### config.mk
export PLATFORM = sky130hd
export DESIGN_NAME = if_fetch_stage
export DESIGN_NICKNAME = d
export VERILOG_FILES = /design/src/rtl/mips_pkg.sv /design/src/rtl/if_fetch_stage_skid_buf.sv /design/src/rtl/if_fetch_stage.sv
export SDC_FILE = /design/constraint.sdc
export NUM_CORES = 1
export LEC_CHECK = 0
export BUFFER_PORTS_ARGS = -buffer_cell sky130_fd_sc_hd__buf_2
export CORE_AREA = 4 4 177 179
export CTS_BUF_LIST = sky130_fd_sc_hd__clkbuf_8
export CTS_CLUSTER_SIZE = 16
export DETAILED_ROUTE_END_ITERATION = 7
export DIE_AREA = 0 0 181 183
export SLEW_MARGIN = 20
export SYNTH_ARGS = -nofsm -noshare
export SYNTH_HDL_FRONTEND = slang
export SYNTH_HIERARCHICAL = 1
export SYNTH_SLANG_ARGS = --single-unit
### constraint.sdc
create_clock -name clk -period 2.1 [get_ports clk]
set_clock_uncertainty 0.1 [all_clocks]
set_input_delay 0.105 -clock clk [delete_from_list [all_inputs] [get_ports clk]]
set_output_delay 0.105 -clock clk [all_outputs]
set_load 0.005 [all_outputs]
### src/rtl/mips_pkg.sv
// mips_pkg: shared types and constants for the instruction-fetch stage.
package mips_pkg;

    localparam int          IF_ADDR_W = 32;
    localparam logic [31:0] NOP_INSTR = 32'h0000_0000;   // sll $0,$0,0

    typedef enum logic [1:0] {
        IDLE = 2'd0,
        WAIT = 2'd1,
        DROP = 2'd2
    } if_state_e;

    typedef struct packed {
        logic [31:0]          instr;
        logic [IF_ADDR_W-1:0] pc_plus_4;
        logic                 valid;
    } ifid_t;

    // Force an address onto a word boundary.
    function automatic logic [IF_ADDR_W-1:0] word_align(input logic [IF_ADDR_W-1:0] addr);
        return addr & {{(IF_ADDR_W-2){1'b1}}, 2'b00};
    endfunction

endpackage

### src/rtl/if_fetch_stage_skid_buf.sv
// if_skid_buf: one-entry holding buffer for a fetched IF/ID word that
// arrives while the decode stage is stalled.
module if_skid_buf
    import mips_pkg::*;
(
    input  logic  clk,
    input  logic  rst_n,
    input  logic  wr,
    input  ifid_t wr_data,
    input  logic  rd,
    input  logic  clear,
    output ifid_t rd_data,
    output logic  full
);

    ifid_t data_r;
    logic  full_r;

    // Single entry: clear wins, then a write fills it, then a read empties it.
    always_ff @(posedge clk or negedge rst_n) begin
        if (!rst_n) begin
            data_r <= '0;
            full_r <= 1'b0;
        end else if (clear) begin
            full_r <= 1'b0;
        end else if (wr) begin
            data_r <= wr_data;
            full_r <= 1'b1;
        end else if (rd) begin
            full_r <= 1'b0;
        end else begin
            full_r <= full_r;
        end
    end

    assign rd_data = data_r;
    assign full    = full_r;

endmodule

### src/rtl/if_fetch_stage.sv
// if_fetch_stage: issues one instruction-memory read per PC over a req/ack
// handshake, loads the IF/ID register, holds the PC through fetch_busy,
// absorbs ID stalls in a one-entry skid buffer and discards wrong-path
// fetches on flush.
// Optional macro IF_PERF_CNT_EN adds fetch-stall and flush cycle counters.
module if_fetch_stage
    import mips_pkg::*;
#(
    parameter logic [31:0] NOP_INSTR = mips_pkg::NOP_INSTR,
    parameter int          ADDR_W    = 32
) (
    input  logic              clk,
    input  logic              rst_n,
    input  logic [ADDR_W-1:0] cur_pc,
    input  logic [ADDR_W-1:0] pc_plus_4,
    input  logic              id_stall,
    input  logic              flush,
    output logic              imem_req,
    output logic [ADDR_W-1:0] imem_addr,
    input  logic              imem_ack,
    input  logic [31:0]       imem_rdata,
    output logic              fetch_busy,
    output logic [31:0]       ifid_instr,
    output logic [ADDR_W-1:0] ifid_pc_plus_4,
    output logic              ifid_valid
`ifdef IF_PERF_CNT_EN
    ,
    output logic [31:0]       perf_fetch_stall_cnt,
    output logic [31:0]       perf_flush_cnt
`endif
);

    if_state_e         state_r;
    logic [ADDR_W-1:0] addr_r;
    logic [ADDR_W-1:0] tag_r;
    logic [31:0]       ifid_instr_r;
    logic [ADDR_W-1:0] ifid_pc4_r;
    logic              ifid_valid_r;

    logic              idle_req_s;
    logic              req_s;
    logic [ADDR_W-1:0] addr_s;
    logic [ADDR_W-1:0] tag_s;
    logic              complete_s;
    logic              busy_s;
    logic              skid_wr_s;
    logic              skid_rd_s;
    logic              skid_full_s;
    ifid_t             fetch_word_s;
    ifid_t             skid_data_s;

    // Request, completion and skid control. An IDLE request is presented in
    // the same cycle the PC is valid so zero-wait memory sustains 1/cycle;
    // while in reset nothing is requested.
    always_comb begin
        idle_req_s = rst_n & (state_r == IDLE) & ~flush & ~skid_full_s;
        req_s      = idle_req_s | (state_r == WAIT) | (state_r == DROP);
        if (idle_req_s) begin
            addr_s = word_align(cur_pc);
            tag_s  = pc_plus_4;
        end else begin
            addr_s = addr_r;
            tag_s  = tag_r;
        end
        complete_s   = imem_ack & ~flush & (idle_req_s | (state_r == WAIT));
        fetch_word_s = '{instr: imem_rdata, pc_plus_4: tag_s, valid: 1'b1};
        skid_wr_s    = complete_s & id_stall;
        skid_rd_s    = skid_full_s & ~id_stall & ~flush;
        busy_s       = (req_s & ~imem_ack) | skid_full_s | (state_r == DROP);
    end

    // Fetch FSM: one outstanding request; a flushed request is drained in DROP.
    always_ff @(posedge clk or negedge rst_n) begin
        if (!rst_n) begin
            state_r <= IDLE;
            addr_r  <= {ADDR_W{1'b0}};
            tag_r   <= {ADDR_W{1'b0}};
        end else begin
            case (state_r)
                IDLE: begin
                    if (idle_req_s) begin
                        addr_r  <= addr_s;
                        tag_r   <= tag_s;
                        state_r <= imem_ack ? IDLE : WAIT;
                    end else begin
                        state_r <= IDLE;
                    end
                end
                WAIT: begin
                    if (imem_ack) begin
                        state_r <= IDLE;
                    end else if (flush) begin
                        state_r <= DROP;
                    end else begin
                        state_r <= WAIT;
                    end
                end
                DROP: begin
                    state_r <= imem_ack ? IDLE : DROP;
                end
                default: begin
                    state_r <= IDLE;
                end
            endcase
        end
    end

    // IF/ID register: flush clears, fresh data or skid drain loads, stall
    // holds, otherwise a bubble is inserted.
    always_ff @(posedge clk or negedge rst_n) begin
        if (!rst_n) begin
            ifid_instr_r <= NOP_INSTR;
            ifid_pc4_r   <= {ADDR_W{1'b0}};
            ifid_valid_r <= 1'b0;
        end else if (flush) begin
            ifid_instr_r <= NOP_INSTR;
            ifid_valid_r <= 1'b0;
        end else if (complete_s && !id_stall) begin
            ifid_instr_r <= fetch_word_s.instr;
            ifid_pc4_r   <= fetch_word_s.pc_plus_4;
            ifid_valid_r <= fetch_word_s.valid;
        end else if (skid_rd_s) begin
            ifid_instr_r <= skid_data_s.instr;
            ifid_pc4_r   <= skid_data_s.pc_plus_4;
            ifid_valid_r <= skid_data_s.valid;
        end else if (id_stall) begin
            ifid_instr_r <= ifid_instr_r;
            ifid_valid_r <= ifid_valid_r;
        end else begin
            ifid_instr_r <= NOP_INSTR;
            ifid_valid_r <= 1'b0;
        end
    end

    if_skid_buf u_skid (
        .clk     (clk),
        .rst_n   (rst_n),
        .wr      (skid_wr_s),
        .wr_data (fetch_word_s),
        .rd      (skid_rd_s),
        .clear   (flush),
        .rd_data (skid_data_s),
        .full    (skid_full_s)
    );

    assign imem_req       = req_s;
    assign imem_addr      = addr_s;
    assign fetch_busy     = busy_s;
    assign ifid_instr     = ifid_instr_r;
    assign ifid_pc_plus_4 = ifid_pc4_r;
    assign ifid_valid     = ifid_valid_r;

`ifdef IF_PERF_CNT_EN
    logic [31:0] stall_cnt_r;
    logic [31:0] flush_cnt_r;

    // Cycle counters for fetch_busy and flush; both wrap at 2^32.
    always_ff @(posedge clk or negedge rst_n) begin
        if (!rst_n) begin
            stall_cnt_r <= 32'd0;
            flush_cnt_r <= 32'd0;
        end else begin
            stall_cnt_r <= busy_s ? (stall_cnt_r + 32'd1) : stall_cnt_r;
            flush_cnt_r <= flush  ? (flush_cnt_r + 32'd1) : flush_cnt_r;
        end
    end

    assign perf_fetch_stall_cnt = stall_cnt_r;
    assign perf_flush_cnt       = flush_cnt_r;
`endif

endmodule

# Word level (Yosys, flattened, before mapping)
# Index checks and enable logic that the tools add are counted.
# word_totals
regBits,197
input_bits,101
word_cells,59
# classes
reduce_logical,8
bitwise,17
muxes,21
eq_ne,3
# op_table
cell,count
32-bit two-way mux,8
1-bit bitwise AND,9
1-bit two-way mux,9
2-bit two-way mux,3
2-bit one-hot mux with 3 select lines,1
2-bit AND reduction,3
"4-bit by 1-bit inequality test with 1-bit output, second input constant",1
1-bit NOT,4
1-bit OR,4
3-bit nonzero test,1
"2-bit by 1-bit equality test with 1-bit output, second input constant",1
"2-bit equality test, second input constant",1
2-bit zero test,1
2-bit nonzero test,1
1-bit logical AND,1
1-bit zero test,1

# Longest topological paths before layout
# Gate-level depths: netlist of the first run.
# depth
ltp_word,9
mapped_depth,8
ltp_nobuf,5

# Cells and area by module
# The synthesis of the first run kept the hierarchy.
# modules_own_cells
module,cells_per_inst,area_per_inst_um2,instances
if_fetch_stage,546,6079.6,1
if_skid_buf,142,2727.6,1

# Least setup slack after synthesis of the first run
# OpenSTA, ideal clock, no wires.
# synth_path
path_type,reg-to-reg
startpoint,register state_r[1]
endpoint,"register u_skid.data_r, in the netlist u_skid/rd_data[10]"
setup_time_ns,0.125
arrival_time_ns,1.817
n_path_buf,2
slack_ns,0.058
stages_incl_launch_ff,8
path_cell_list,dfrtp_1 -> nor2b_1 -> o21ai_0 -> nor3b_1 -> nor2b_4 -> buf_12 -> buf_12 -> mux2_4
# synth_between
elab_chain_cells,8
word_cells_on_any_way,10
# synth_lines
element,line_no,text
start: declaration,if_fetch_stage.sv:33,if_state_e state_r;
start signal: assignment,if_fetch_stage.sv:84,state_r <= imem_ack ? IDLE : WAIT;
start signal: assignment,if_fetch_stage.sv:99,state_r <= imem_ack ? IDLE : DROP;
2-bit zero test,if_fetch_stage.sv:56,idle_req_s = rst_n & (state_r == IDLE) & ~flush & ~skid_full_s;
1-bit bitwise AND (3 in series),if_fetch_stage.sv:56,
1-bit OR (*),if_fetch_stage.sv:65,complete_s = imem_ack & ~flush & (idle_req_s | (state_r == WAIT));
1-bit bitwise AND (*),if_fetch_stage.sv:65,
1-bit bitwise AND (*),if_fetch_stage.sv:67,skid_wr_s = complete_s & id_stall;
net skid_wr_s,if_fetch_stage.sv:46,logic skid_wr_s;
2-bit AND reduction (no line) (*),--,
end signal: assignment,if_fetch_stage_skid_buf.sv:27,data_r <= wr_data;
end: declaration,if_fetch_stage_skid_buf.sv:16,ifid_t data_r;
# Mark *: on every way through the listed nets, which the timed path passes. The rest lies on a longest branch.
# A chain may end at the register's enable or synchronous reset.

# Worst setup path in the final report of the first run
# layout_path
startpoint,input flush
endpoint,output imem_addr[30]
# layout_between
elab_chain_cells,4
# layout_lines
element,line_no,text
start: declaration,if_fetch_stage.sv:17,"input logic flush,"
1-bit NOT (no line),--,
1-bit bitwise AND (2 in series),if_fetch_stage.sv:56,
32-bit two-way mux,if_fetch_stage.sv:58,if (idle_req_s) begin
end: declaration,if_fetch_stage.sv:19,"output logic [ADDR_W-1:0] imem_addr,"
# No other way between the ends.

==> impl_metrics.csv, run 1 <==
group,metric,value,unit
status,status,"finished, violations left",
status,violations,"setup timing",
global_routing,met3_usage,4.42,%
finish,areaGrowthSynthToFinish,50.8,%
route,drt-vias-per-instance,4.45,
global_routing,grt-ovfl-total,0,
synthesis,ys_types,34,
global_routing,gr-usage-met2,24.1,%
placement,post-place-cells,1287,
route,drc_errors,0,
clock_tree,clockBufferDepth,2,
die,die_w,181,microns
synthesis,synth_mux_area_share,21.8,%
sta,slew_violations,0,
global_routing,grt.met1_usage,18.2,%
hold_path,holdCritPathClass,"primary input to register",
clock_tree,cts_tree,"yes",
critical_path,crit_required,1.89,ns
finish,drive_above_1_share,48.6,%
critical_path,cp-start-kind,"primary input",
sta,max_freq,419,MHz
synthesis,synth-seq-area-share,56.0,%
sta,setup_viol,85,
job,cap_violations,0,
global_routing,track_usage,14.3,%
route,final_antenna_net_count,0,
die,ios,200,
sta,rsz0062_at_grt,"yes",
critical_path,cpMaxStageDelayCell,"dlygate4sd3_1",
synthesis,synth_top_family_by_area,"multiplexers",
global_routing,antenna_found_initial,3,
pwr,power_frac_comb,28.1,%
global_routing,gr-max-usage-layer,"met2",
sta,finalHoldViolations,0,
placement,routabilityCongestion,0.721,
pwr,power_frac_seq,47.6,%
pwr,vdd_drop_max,0.379,mV
critical_path,cp_slowest_stage_delay,0.60,ns
critical_path,critical_path_class,"primary input to output pin",
synthesis,synth_enable_flop_cells,0,
synthesis,synth-seq-cells,197,
clock_tree,cts_root_buffer,"clkbuf_8",
sta,setup_ws,-0.286,ns
critical_path,crit_path_end_kind,"output pin",
pwr,p_sw_share,29.0,%
finish,layout.cells.non_filler,1463,
synthesis,yosysWarnings,6,
sta,whs,0.158,ns
synthesis,synth_nets,789,
global_routing,grt_pass1_wl,37900,microns
synthesis,synthCells,688,
clock_tree,insertion_delay,0.47,ns
sta,min_period,2.39,ns
route,wl_per_cell,16.5,microns
pwr,p_clk_share,24.3,%
finish,nets,1159,
pwr,leakage,0.00652,uW
synthesis,syn-mean-instance-area,12.8,sq um
synthesis,synthXorXnorAreaFrac,0,%
synthesis,synth_flop_cell,"dfrtp_1",
route,drt_iter0_drc,234,
die,die_area,0.0331,sq mm
route,vias,6504,
critical_path,critPathMaxFanout,6,
sta,worstMarginPinSlew,0.787,ns
synthesis,synth-simple-area-share,3.85,%
pwr,power.internal,7540,uW
clock_tree,cts_max_level,4,
pwr,powerDensity,799,mW/mm^2
placement,preCtsSetupSlack,-0.0526,ns
placement,io_buffers,197,
die,start_util,29.8,%
critical_path,worstPathCellList,"buf_2 > dlygate4sd3_1 > buf_4 > nor4b_4 > buf_12 > buf_12 > buf_12 > mux2_4 > buf_6",
pwr,p_sw,3080,uW
route,wl,24100,microns
global_routing,grt_max_degree,147,
clock_tree,clkTransAtPathRegs,0.11,ns
route,drt_first_pass_iters,4,
synthesis,synth_fa_ha_area_share,0,%
synthesis,synth_compound_area_share,9.11,%
critical_path,cp.buffers_inverters,7,
sta,fin_crit_sh,114,%
die,fp.coreArea,0.0296,sq mm
synthesis,synthArstFlopShare,100,%
global_routing,first_global_vias,6914,
sta,timing.slew.headroom,47.6,%
synthesis,syn_area,0.00881,sq mm
critical_path,arrival,2.18,ns
pwr,power,10600,uW
placement,dp.final_hpwl,13500,microns
critical_path,cpMostUsedCell,"buf_12",
critical_path,crit_family,"buffers and inverters",
clock_tree,cts_buffers,17,
clock_tree,clock-sinks,197,
die,die_y,183,microns
die,fp-row-count,63,
[synth_stat cells, drive strengths merged, types with 2 or more instances]
master | n | area, sq um
a21oi | 11 | 55.1
a221oi | 32 | 349
a22oi | 32 | 240
buf | 29 | 318
clkbuf | 12 | 45.0
dfrtp | 197 | 4930
inv | 121 | 454
mux2 | 125 | 1600
mux2i | 32 | 320
nand2 | 3 | 11.3
nand2b | 2 | 12.5
nand3b | 2 | 15.0
nor2 | 42 | 158
nor2b | 9 | 63.8
nor3 | 2 | 15.0
nor3b | 3 | 27.5
o21ai | 27 | 135
[worst reg2reg max path, stage by stage (launching register included)]
cell and delay, ns:
dfrtp_1 0.41, buf_6 0.13, nor4b_4 0.31, buf_12 0.18, buf_12 0.11, buf_8 0.10, clkbuf_16 0.16, buf_6 0.10
mux2i_2 0.23, inv_1 0.07, mux2_4 0.25
[routing by layer]
layer  routed length [microns]  share of wire [%]
met1                     10700                 44
met2                     11700                 48
met3                      1550                6.4
met4                       211               0.87
met5                        13              0.054
[metrics by stage]
stage	utilization, %	area [sq um]	TNS [ns]
after floorplan	-	8810	0
after global placement	35.7	10500	-0.656
after detailed placement	35.7	10500	-0.464
after CTS	42.4	12500	-10.25
after global routing	44.9	13300	-22.60
final	44.9	13300	-11.21
[power groups by stage]
stage / Combinational (uW) / Sequential (uW) / Clock (uW)
final: 2980 / 5050 / 2580
after floorplan: 1340 / 4990 / 0
after global placement: 2180 / 5040 / 0
after global routing: 3250 / 5150 / 2860
after CTS: 2610 / 5010 / 2720
after detailed placement: 2230 / 5050 / 0
[cell type report]
class,instances,area (sq um)
fill,2647,16300
sequential,197,4930
multi-input combinational,329,3560
timing repair buffer,392,3440
tap,390,488
inverter,121,454
clock buffer,18,248
clock inverter,14,155
antenna,2,5.00
[registers in the layout, indices dropped and copies added (netlist names)]
register / flops
ifid_valid: 1
tag_r: 32
state_r: 2
u_skid/rd_data: 65
ifid_instr: 32
ifid_pc_plus_4: 32
addr_r: 32
u_skid/full: 1
[placed cells by master (no fill, tap or decap), types with 2 or more instances in the layout]
master,Yosys,final
dfrtp_1,197,197
buf_2,11,167
inv_1,121,109
dlygate4sd3_1,0,100
mux2_4,50,92
buf_6,2,51
nor2_1,42,42
buf_4,6,40
mux2_2,75,33
a22oi_1,32,32
o21ai_0,26,25
a221oi_2,11,20
clkbuf_8,0,19
buf_12,9,16
mux2i_4,0,15
mux2i_2,0,12
inv_2,0,12
a221oi_1,21,12
a21oi_1,11,10
inv_6,0,8
buf_16,0,7
mux2i_1,32,5
nor2b_1,8,5
clkbuf_16,0,5
buf_8,1,5
nand2_1,3,3
diode_2,0,2
nor2b_2,0,2
nor2b_4,1,2
nand2b_1,2,2
nand3b_1,2,2
inv_8,0,2
[path summary, 6_finish.rpt]
check                            from  slack (ns)                  to  cells after the start
max                             flush       -0.29       imem_addr[30]                      9
min                             rst_n        0.16         u_skid/full                      6
max reg2reg                state_r[1]       -0.15  u_skid/rd_data[11]                     10
min in group asynchronous       rst_n        0.38           tag_r[14]                      3
min reg2reg                ifid_valid        0.40          ifid_valid                      2
max in group asynchronous       rst_n        0.35       ifid_instr[2]                      4
[cells by family after synthesis]
group                  count (synthesis)
other                                  1
and+or+nand+nor                       66
muxes                                157
buffers and inverters                162
AOI/OAI and AO/OA                    105
DFF                                  197
[what timing repair did]
item	in CTS	in global routing
hold buffers	100	0
setup endpoints to repair	59	127
endpoints found under the hold margin	331	0
setup buffers	22	15
pin swaps	2	3
gates resized for setup	69	119
cloned	4	5
Note: power is estimated with default switching activity, not from simulation.
==> inputs of run 2 (changes only) <==
--- a/config.mk
+++ b/config.mk
@@ -6,11 +6,13 @@
 export NUM_CORES = 1
 export LEC_CHECK = 0
 export BUFFER_PORTS_ARGS = -buffer_cell sky130_fd_sc_hd__buf_2
-export CORE_AREA = 4 4 177 179
+export CORE_AREA = 4 4 145 147
 export CTS_BUF_LIST = sky130_fd_sc_hd__clkbuf_8
 export CTS_CLUSTER_SIZE = 16
 export DETAILED_ROUTE_END_ITERATION = 7
-export DIE_AREA = 0 0 181 183
+export DIE_AREA = 0 0 149 151
+export HOLD_SLACK_MARGIN = 0.02
+export PLACE_DENSITY = 0.71
 export SLEW_MARGIN = 20
 export SYNTH_ARGS = -nofsm -noshare
 export SYNTH_HDL_FRONTEND = slang
==> impl_metrics.csv, run 2 (synthesized netlist as in run 1, its figures left out) <==
group,metric,value,unit
finish,nets,1159,
critical_path,cp-start-kind,"register",
sta,max_freq,425,MHz
critical_path,worstPathCellList,"buf_6 > nor4b_4 > buf_12 > buf_16 > mux2_4 > buf_6",
pwr,p_sw_share,29.6,%
finish,layout.cells.non_filler,1341,
pwr,power,10600,uW
route,vias,6601,
pwr,power_frac_seq,48.1,%
die,fp-row-count,52,
pwr,power.internal,7440,uW
route,wl,24800,microns
clock_tree,insertion_delay,0.46,ns
sta,min_period,2.35,ns
global_routing,grt_max_degree,121,
sta,timing.slew.headroom,53.1,%
finish,diodes,0,
critical_path,critPathMaxFanout,13,
finish,areaGrowthSynthToFinish,49.4,%
global_routing,grt-ovfl-total,0,
pwr,leakage,0.00652,uW
pwr,p_sw,3140,uW
clock_tree,cts_buffers,17,
clock_tree,clkTransAtPathRegs,0.11,ns
die,fp.coreArea,0.0199,sq mm
finish,final_cell_mix,"dfrtp_1, buf_2, inv_1",
sta,fin_crit_sh,112,%
critical_path,crit_required,1.89,ns
status,status,"finished, violations left",
sta,worstMarginPinSlew,0.703,ns
pwr,power_frac_comb,29.0,%
clock_tree,clock-sinks,197,
placement,io_buffers,197,
global_routing,grt_pass1_wl,36500,microns
clock_tree,clockBufferDepth,2,
critical_path,cpMaxStageDelayCell,"dfrtp_1",
route,drc_errors,0,
route,drt_iter0_drc,276,
pwr,powerDensity,804,mW/mm^2
route,drt_first_pass_iters,4,
die,ios,200,
hold_path,holdCritPathClass,"primary input to register",
critical_path,cp_slowest_stage_delay,0.41,ns
global_routing,first_global_vias,6935,
critical_path,cpMostUsedCell,"buf_6",
die,die_y,151,microns
clock_tree,cts_root_buffer,"clkbuf_8",
clock_tree,cts_max_level,4,
route,drt-vias-per-instance,4.92,
route,final_antenna_net_count,0,
status,violations,"setup timing",
sta,setup_viol,96,
route,wl_per_cell,18.5,microns
pwr,p_clk_share,22.9,%
die,die_w,149,microns
critical_path,arrival,2.15,ns
sta,setup_ws,-0.253,ns
job,cap_violations,0,
placement,post-place-cells,1174,
critical_path,critical_path_class,"register to output pin",
finish,largest_reg_flops,65,
global_routing,track_usage,20.4,%
placement,routabilityCongestion,0.745,
die,start_util,44.2,%
finish,layout_commonest_cell,"dfrtp_1",
global_routing,antenna_found_initial,2,
sta,finalHoldViolations,0,
sta,slew_violations,0,
finish,drive_above_1_share,47.5,%
critical_path,crit_path_end_kind,"output pin",
pwr,vdd_drop_max,0.497,mV
placement,dp.final_hpwl,12800,microns
clock_tree,cts_tree,"yes",
die,die_area,0.0225,sq mm
sta,rsz0062_at_grt,"yes",
-- run 2: what timing repair did --
action / 4_1_cts / 5_1_grt
gates cloned: 7 / 5
buffers inserted: 15 / 12
resized for setup: 79 / 102
endpoints found under the hold margin: 302 / 0
hold buffers: 100 / 0
pin swaps: 2 / 1
endpoints found under the setup margin: 63 / 246
-- run 2: stage by stage --
stage	instance area, sq um	util, %	hold WS [ns]	worst slack [ns]	setup TNS, ns
2_1_floorplan	8810	-	-0.291	0.0577	0
3_3_place_gp	10400	52.2	-0.182	0.0121	0
3_5_place_dp	10400	52.2	-0.182	-0.0137	-0.0931
4_1_cts	12500	62.7	0.0617	-0.358	-17.24
5_1_grt	13200	66.1	0.109	-0.337	-20.61
6_report	13200	66.1	0.107	-0.253	-11.09
-- run 2: cell type report --
cell class                 instances  area (sq um)
clock buffer                      18           248
clock inverter                    14           135
fill                            1413          6750
inverter                         121           454
multi-input combinational        329          3650
sequential                       197          4930
tap                              270           338
timing repair buffer             392          3400
-- run 2: final timing paths --
check	from	endpoint	cells past startpoint	slack [ns]
hold / removal	id_stall	u_skid/full	5	0.11
max in group asynchronous	rst_n	tag_r[4]	4	0.49
min in group asynchronous	rst_n	u_skid/rd_data[27]	3	0.29
setup / recovery	state_r[1]	imem_addr[9]	6	-0.25
hold reg to reg	ifid_valid	ifid_valid	2	0.39
setup reg to reg	state_r[1]	u_skid/rd_data[21]	9	-0.14
-- run 2: routing by layer --
layer	global-route usage, %	routed length [microns]	up-vias
li1	-	-	3059
met1	26.0	10400	3282
met2	34.4	12300	205
met3	5.72	1500	51
met4	5.49	690	4
met5	0	25	-
-- run 2: worst max-delay path: cells and delay by family, from the launching register on --
family / cells / cell delay (ns)
multiplexers: 1 / 0.33
buffers and inverters: 4 / 0.62
flip-flops: 1 / 0.41
AND/OR/NAND/NOR: 1 / 0.32
-- run 2: power groups by stage --
stage	logic (uW)	registers, uW	clock network, uW
4_1_cts	2690	5010	2480
3_3_place_gp	2180	5020	0
3_5_place_dp	2240	5050	0
2_1_floorplan	1340	4990	0
5_1_grt	3300	5190	2650
6_report	3070	5090	2420
==> inputs of run 3 (changes only) <==
--- a/config.mk
+++ b/config.mk
@@ -5,14 +5,13 @@
 export SDC_FILE = /design/constraint.sdc
 export NUM_CORES = 1
 export LEC_CHECK = 0
-export BUFFER_PORTS_ARGS = -buffer_cell sky130_fd_sc_hd__buf_2
 export CORE_AREA = 4 4 145 147
 export CTS_BUF_LIST = sky130_fd_sc_hd__clkbuf_8
 export CTS_CLUSTER_SIZE = 16
 export DETAILED_ROUTE_END_ITERATION = 7
 export DIE_AREA = 0 0 149 151
+export DONT_BUFFER_PORTS = 1
 export HOLD_SLACK_MARGIN = 0.02
-export PLACE_DENSITY = 0.71
 export SLEW_MARGIN = 20
 export SYNTH_ARGS = -nofsm -noshare
 export SYNTH_HDL_FRONTEND = slang
==> impl_metrics.csv, run 3 (synthesized netlist as in run 1, its figures left out) <==
group,metric,value,unit
status,status,"finished, violations left",
status,violations,"hold timing, setup timing",
route,drt-vias-per-instance,5.07,
finish,layout.cells.non_filler,1128,
sta,slew_violations,0,
critical_path,ff2ff_setup_slack,-0.13,ns
critical_path,crit_required,1.89,ns
sta,max_freq,439,MHz
finish,areaGrowthSynthToFinish,32.5,%
clock_tree,clkTransAtPathRegs,0.10,ns
critical_path,rr_worst_depth,8,
clock_tree,cts_tree,"yes",
finish,nets,946,
critical_path,critPathMaxFanout,5,
sta,min_period,2.28,ns
critical_path,cp-start-kind,"register",
route,drt_iter0_drc,203,
critical_path,critical_path_class,"register to output pin",
global_routing,antenna_found_initial,0,
route,drc_errors,0,
die,start_util,44.2,%
finish,layout_commonest_cell,"dfrtp_1",
route,wl_per_cell,19.4,microns
finish,nFillCells,1625,
sta,rsz0062_at_grt,"yes",
job,cap_violations,0,
route,wl,21800,microns
die,fp-row-count,52,
critical_path,arrival,2.07,ns
critical_path,r2r_end,"u_skid/rd_data[16]",
clock_tree,cts_root_buffer,"clkbuf_8",
sta,timing.slew.headroom,64.7,%
pwr,powerDensity,852,mW/mm^2
sta,setup_viol,95,
global_routing,track_usage,19.0,%
pwr,leakage,0.00556,uW
placement,io_buffers,0,
finish,diodes,0,
route,drt_first_pass_iters,5,
clock_tree,insertion_delay,0.47,ns
clock_tree,cts_buffers,17,
critical_path,r2r-start,"u_skid/full",
sta,worstMarginPinSlew,0.529,ns
hold_path,holdCritPathClass,"primary input to asynchronous set/reset pin",
pwr,vdd_drop_max,0.397,mV
global_routing,grt-ovfl-total,0,
die,die_y,151,microns
route,final_antenna_net_count,0,
sta,whs,-0.770,ns
placement,routabilityCongestion,0.716,
global_routing,first_global_vias,6393,
critical_path,crit_path_end_kind,"output pin",
route,vias,5716,
die,die_w,149,microns
sta,setup_ws,-0.178,ns
finish,largest_reg_flops,65,
global_routing,grt_pass1_wl,33900,microns
finish,post-route-util,58.6,%
die,fp.coreArea,0.0199,sq mm
sta,tns,-6.22,ns
global_routing,grt_max_degree,201,
placement,dp.final_hpwl,12400,microns
clock_tree,clock-sinks,197,
finish,drive_above_1_share,32.4,%
placement,post-place-cells,962,
sta,fin_crit_sh,108,%
finish,final_cell_mix,"dfrtp_1, inv_1, dlygate4sd3_1",
die,die_area,0.0225,sq mm
die,ios,200,
clock_tree,cts_max_level,4,
sta,finalHoldViolations,197,
clock_tree,clockBufferDepth,2,
run 3: cell types whose count changed in the layout (fill, tap and decap cells not counted), sizes merged:
cell / previous run / this run
bufbuf: 0 / 2
inv: 128 / 127
clkbuf: 24 / 21
clkinv: 5 / 7
bufinv: 0 / 2
buf: 286 / 72
dlygate4sd3: 100 / 101
clkinvlp: 2 / 0
run 3: timing repair:
| action | 4_1_cts | 5_1_grt |
|---|---|---|
| resized for setup | 88 | 28 |
| gates cloned | 9 | 4 |
| hold endpoints to repair | 391 | 198 |
| hold buffers | 100 | 1 |
| buffers inserted | 18 | 7 |
| pin swaps | 4 | 4 |
| setup endpoints to repair | 89 | 133 |
run 3: power by group:
part | switching (uW) | internal [uW] | leakage, uW
Combinational | 761 | 1430 | 0.00293
Clock | 1490 | 1120 | 0.000215
Sequential | 544 | 4600 | 0.00241
run 3: how the worst max path moves through the flow:
stage,from,end,slack [ns],depth (start not counted)
6_report,u_skid/full,imem_addr[18],-0.18,6
5_1_grt,u_skid/full,imem_addr[18],-0.25,6
4_1_cts,state_r[1],imem_addr[12],-0.20,6
3_5_place_dp,u_skid/full,u_skid/rd_data[32],-0.05,6
3_3_place_gp,u_skid/full,u_skid/rd_data[32],-0.04,6
2_1_floorplan,state_r[1],u_skid/rd_data[10],0.06,7
run 3: critical path, cell delays in order, from the launching register on:
cell and delay [ns]:
dfrtp_1 0.43, nor2b_2 0.16, nor4b_4 0.29, buf_12 0.18, buf_12 0.12, clkbuf_16 0.14
mux2_4 0.30
run 3: metal layers:
| metal | GRT usage (%) | share of wire, % | up-vias |
|---|---|---|---|
| met2 | 33.2 | 50 | 158 |
| met4 | 5.58 | 1.2 | 0 |
| met5 | 0 | 0 | - |
| met1 | 22.9 | 42 | 2906 |
| li1 | - | - | 2633 |
| met3 | 5.42 | 6.7 | 19 |
run 3: metrics by stage:
step	setup WS [ns]	area [sq um]	power, uW
2_1_floorplan	0.0577	8810	6330
3_3_place_gp	-0.0372	9220	6690
3_5_place_dp	-0.0467	9220	6820
4_1_cts	-0.200	11500	9900
5_1_grt	-0.254	11700	10400
6_report	-0.178	11700	9940
run 3: cell type report:
cell class	count	area [sq um]	area share, %
multi-input combinational	329	3490	29.9
timing repair buffer	179	2030	17.4
tap	270	338	2.90
sequential	197	4930	42.3
clock buffer	17	234	2.01
inverter	121	454	3.89
clock inverter	15	191	1.64
